--- src/rtl/bin_a_bcd_serie.sv ---
// Serial binary-to-BCD converter (shift-and-add-3), one bit per clock.
// Start/done handshake; result registers hold between conversions.
module bin_a_bcd_serie #(
    parameter int WIDTH  = 8,
    parameter int DIGITS = 3
) (
    input  logic                  clk,
    input  logic                  rst_n,
    input  logic                  start,
    input  logic [WIDTH-1:0]      bin,
    output logic                  busy,
    output logic                  done,
    output logic [4*DIGITS-1:0]   bcd,
    output logic                  overflow
);

    localparam int CW = $clog2(WIDTH + 1);
    localparam int BW = 4 * DIGITS;

    typedef enum logic [1:0] {
        IDLE,
        CONV,
        DONE
    } state_t;

    state_t         state;
    state_t         stateNext;
    logic [WIDTH-1:0] shiftReg;
    logic [BW-1:0]  bcdScr;
    logic           ovfScr;
    logic [CW-1:0]  cnt;

    logic [BW-1:0]    adjScr;
    logic [BW-1:0]    nextScr;
    logic [WIDTH-1:0] nextShift;
    logic             shiftOut;
    logic [CW-1:0]    nextCnt;
    logic             lastBit;

    // Add-3 correction per digit, then one-bit shift of {scratch, operand}
    always_comb begin
        adjScr = bcdScr;
        for (int i = 0; i < DIGITS; i++) begin
            if (bcdScr[4*i +: 4] >= 4'd5) begin
                adjScr[4*i +: 4] = bcdScr[4*i +: 4] + 4'd3;
            end
        end
        {shiftOut, nextScr, nextShift} = {adjScr, shiftReg, 1'b0};
        nextCnt = cnt + 1'b1;
        lastBit = (nextCnt == CW'(WIDTH));
    end

    // State register
    always_ff @(posedge clk or negedge rst_n) begin
        if (!rst_n) begin
            state <= IDLE;
        end else begin
            state <= stateNext;
        end
    end

    // Next-state logic
    always_comb begin
        stateNext = state;
        unique case (state)
            IDLE:    if (start) stateNext = CONV;
            CONV:    if (lastBit) stateNext = DONE;
            DONE:    stateNext = IDLE;
            default: stateNext = IDLE;
        endcase
    end

    // Handshake outputs decoded from state
    always_comb begin
        busy = 1'b0;
        done = 1'b0;
        unique case (state)
            IDLE:    ;
            CONV:    busy = 1'b1;
            DONE:    done = 1'b1;
            default: ;
        endcase
    end

    // Operand capture, conversion datapath and result registers
    always_ff @(posedge clk or negedge rst_n) begin
        if (!rst_n) begin
            shiftReg <= '0;
            bcdScr   <= '0;
            ovfScr   <= 1'b0;
            cnt      <= '0;
            bcd      <= '0;
            overflow <= 1'b0;
        end else begin
            unique case (state)
                IDLE: begin
                    if (start) begin
                        shiftReg <= bin;
                        bcdScr   <= '0;
                        ovfScr   <= 1'b0;
                        cnt      <= '0;
                    end
                end
                CONV: begin
                    shiftReg <= nextShift;
                    bcdScr   <= nextScr;
                    ovfScr   <= ovfScr | shiftOut;
                    cnt      <= nextCnt;
                    if (lastBit) begin
                        bcd      <= nextScr;
                        overflow <= ovfScr | shiftOut;
                    end
                end
                DONE:    ;
                default: ;
            endcase
        end
    end

endmodule

--- config.mk ---
export PLATFORM = sky130hd
export DESIGN_NAME = bin_a_bcd_serie
export DESIGN_NICKNAME = d
export VERILOG_FILES = /design/src/rtl/bin_a_bcd_serie.sv
export SDC_FILE = /design/constraint.sdc
export NUM_CORES = 1
export LEC_CHECK = 0
export CAP_MARGIN = 25
export CORE_MARGIN = 5
export CORE_UTILIZATION = 51
export CTS_BUF_LIST = sky130_fd_sc_hd__clkbuf_8
export CTS_CLUSTER_DIAMETER = 30
export DETAILED_ROUTE_END_ITERATION = 10
export PLACE_DENSITY_LB_ADDON = 0.1
export SLEW_MARGIN = 10
export SYNTH_ARGS = -nofsm -noshare
export SYNTH_HDL_FRONTEND = slang
export SYNTH_SLANG_ARGS = --single-unit
--- constraint.sdc ---
create_clock -name clk -period 1.4 [get_ports clk]
set_input_delay 0.28 -clock clk [delete_from_list [all_inputs] [get_ports clk]]
set_output_delay 0.28 -clock clk [all_outputs]
set_load 0.01 [all_outputs]
==> impl_metrics.yaml <==
outcome:
  status: "complete, but fails checks"
  violations: "negative setup slack"
routing:
  viasPerCell: 5.39
  wl_per_cell_um: 14.6
  drc_errors: 0
  drt_iter0_markers: 123
  antenna_left: 0
  drt-total-wl_um: 4230
  vias: 1562
  firstDrtPassIters: 4
pwr:
  p_int_mw: 3.84
  ir_worst_vdd_uv: 1210
  comb_power_share_pct: 55.5
  p_seq_share_pct: 33.1
  powerDensity_mw_per_mm2: 2360
  p_switching_mw: 2.52
  power_frac_clock_pct: 11.4
  p_leak_nw: 1.25
  netSwitchingFraction_pct: 39.6
yosys:
  ys_types: 33
  syn-num-nets: 205
  ys_seq_area_share_pct: 51.4
  synth_enable_flop_cells: 0
  netlist_top_cells_area: "dfrtp_1 (51%), o21ai_0 (7.7%), nand2_1 (5.8%)"
  yosysWarnings: 0
  synthCells: 187
  avgSynthCellArea_um2: 10.4
  synth-seq-cells: 40
  synthFlopType: "dfrtp_1"
  synth.largest_area_cell: "dfrtp_1"
  synth_common_cells: "dfrtp_1 (40), nand2_1 (30), o21ai_0 (30), a21oi_1 (8)"
  netlist.area_leader.share_pct: 51.4
  synth.most_common_cell: "dfrtp_1"
  syn-cell-area_mm2: 0.00195
  ys_async_sr_fraction_pct: 100
critical_path:
  reg2reg_slack_ns: -0.1
  critPathKind: "reg2reg"
  critPathRequiredTime_ns: 1.58
  r2r_start: "cnt[1]"
  worst_ep_arrival_time_ns: 1.68
  critPathLaunchType: "flop"
  crit_fanout: 4
  r2r_cells: 5
  startpoint: "cnt[1]"
  end_kind: "flop"
floorplan:
  initial_core_util_pct: 52.8
  die_w_um: 71.8
  die_area_mm2: 0.00516
  core_mm2: 0.00369
  die_y_um: 71.8
  top_level_ports: 26
  num_rows: 22
clock_network:
  clkLatencyLatePin_ns: 0.30
  clockBufferDepth: 2
  cts_tree: "built"
  root_buffer: "clkbuf_8"
  numCtsBuffers: 5
  path_clk_slew_ns: 0.08
  cts_sinks: 40
  h-tree-depth: 2
grt:
  grt.total_usage_pct: 18.2
  gr-total-overflow: 0
  grt_pass1_vias: 1616
  antenna_found_initial: 0
  grt_pass1_wl_um: 7270
  grt_max_degree: 41
place:
  dp_hpwl_um: 2950
  place_congestion: 0.820
  io_buffer_count: 25
sta:
  finalSetupViolCount: 15
  setup_ws_ns: -0.0982
  fmax_mhz: 667
  worstMarginPinSlew_ns: 0.388
  fin_skew_ns: 0.00924
  tns_ns: -0.616
  slew_violations: 0
  slew_headroom_pct: 73.8
  fin_crit_ns: 1.50
  min_period_over_period_pct: 107
  hold_viol: 0
  rsz0062_at_grt: "yes"
min_path:
  hp-class: "in2async"
finish:
  layout-drive-gt1-share_pct: 33.5
  fin_util_pct: 73.1
  area_growth_syn_to_layout_pct: 38.3
  antenna_cells: 0
  fin_nets: 260
job:
  maxCapViolCount: 0
==> metrics by stage <==
step	hold WS [ns]	power [mW]	cell area, um2	setup WS [ns]	cells
after CTS	0.485	6.10	2610	-0.0788	290
after detailed placement	0.266	5.22	2460	-0.378	278
after global routing	0.508	6.90	2700	-0.151	290
after floorplan	-0.0156	3.95	1990	-0.0242	187
final	0.472	6.36	2700	-0.0982	290
after global placement	0.263	5.03	2460	-0.168	278
==> routing by layer <==
| layer | track usage [%] | vias to the layer above | wire length (um) |
|---|---|---|---|
| li1 | - | 762 | - |
| met1 | 22.6 | 752 | 1870 |
| met2 | 29.9 | 39 | 2100 |
| met3 | 4.63 | 9 | 184 |
| met4 | 7.72 | 0 | 74 |
| met5 | 0 | - | 0 |
==> layout by cell type (no fill, tap or decap), types with 2 or more instances in the layout <==
| cell | Yosys | final |
|---|---|---|
| nor3b_2 | 0 | 2 |
| o21ai_1 | 4 | 10 |
| a21oi_1 | 8 | 6 |
| nor3_1 | 3 | 2 |
| dlygate4sd2_1 | 0 | 13 |
| ha_2 | 0 | 3 |
| nand2b_4 | 0 | 3 |
| nand2_1 | 30 | 30 |
| clkdlybuf4s50_1 | 0 | 9 |
| a21oi_4 | 0 | 3 |
| ha_4 | 0 | 4 |
| o21ai_0 | 30 | 18 |
| a22o_1 | 5 | 5 |
| nor3b_1 | 6 | 4 |
| dfrtp_1 | 40 | 39 |
| mux2_4 | 4 | 7 |
| clkbuf_8 | 0 | 5 |
| buf_6 | 3 | 4 |
| nor2b_1 | 3 | 2 |
| buf_12 | 0 | 2 |
| xnor2_1 | 3 | 3 |
| o21ai_2 | 1 | 6 |
| buf_2 | 3 | 2 |
| buf_4 | 0 | 24 |
| nand3_1 | 3 | 3 |
| inv_1 | 7 | 2 |
| mux2i_1 | 7 | 7 |
| inv_2 | 1 | 6 |
==> kinds of logic (layout without fill, tap and decap cells) <==
kind of cell / after synthesis / after routing / synth area share (%)
DFF: 40 / 40 / 51.4
and+or+nand+nor: 54 / 54 / 14.1
buffers and inverters: 15 / 70 / 4.24
xor gates and xnor gates: 4 / 4 / 1.80
adders and majority gates: 7 / 7 / 4.50
muxes: 14 / 14 / 8.41
AOI/OAI and AO/OA: 53 / 53 / 15.6
==> state kept, by name, summed over array words and instances, names as in the netlist <==
name / flops
bcdScr: 12
ovfScr: 1
cnt: 4
bcd: 12
state: 2
overflow: 1
shiftReg: 8
==> cell type report <==
cell class / count / area, um2
Tap cell: 48 / 60.1
Clock inverter: 2 / 8.76
Timing Repair Buffer: 55 / 489
Fill cell: 267 / 993
Multi-Input combinational cell: 132 / 1030
Inverter: 8 / 32.5
Sequential cell: 40 / 1000
Clock buffer: 5 / 68.8
==> power by group through the flow <==
stage / clock network, mW / registers (mW) / logic, mW
finish: 0.723 / 2.11 / 3.54
global route: 0.799 / 2.18 / 3.92
CTS: 0.746 / 2.07 / 3.29
detailed placement: 0 / 2.07 / 3.16
global placement: 0 / 2.03 / 3.00
floorplan: 0 / 2.09 / 1.86
==> repair_timing <==
| item | 4_1_cts | 5_1_grt |
|---|---|---|
| buffers inserted | 4 | 0 |
| endpoints found under the setup margin | 32 | 27 |
| pin swaps | 7 | 5 |
| endpoints found under the hold margin | 40 | 0 |
| hold buffers | 1 | 0 |
| resized for setup | 38 | 28 |
==> critical path: stages (launching register included) <==
cell and delay, ns:
dfrtp_1 0.42, ha_2 0.20, and4b_1 0.24, o21ai_4 0.10, buf_6 0.13, mux2_4 0.28
==> worst paths after layout <==
path	to
min in group clk	bcd[2]
worst min register to register	bcd[2]
worst min-delay path	bcd[10]
max in group asynchronous	bcd[0]
worst max register to register	bcd[0]
worst max-delay path	bcd[0]
Power figures use the tool's default switching activity.
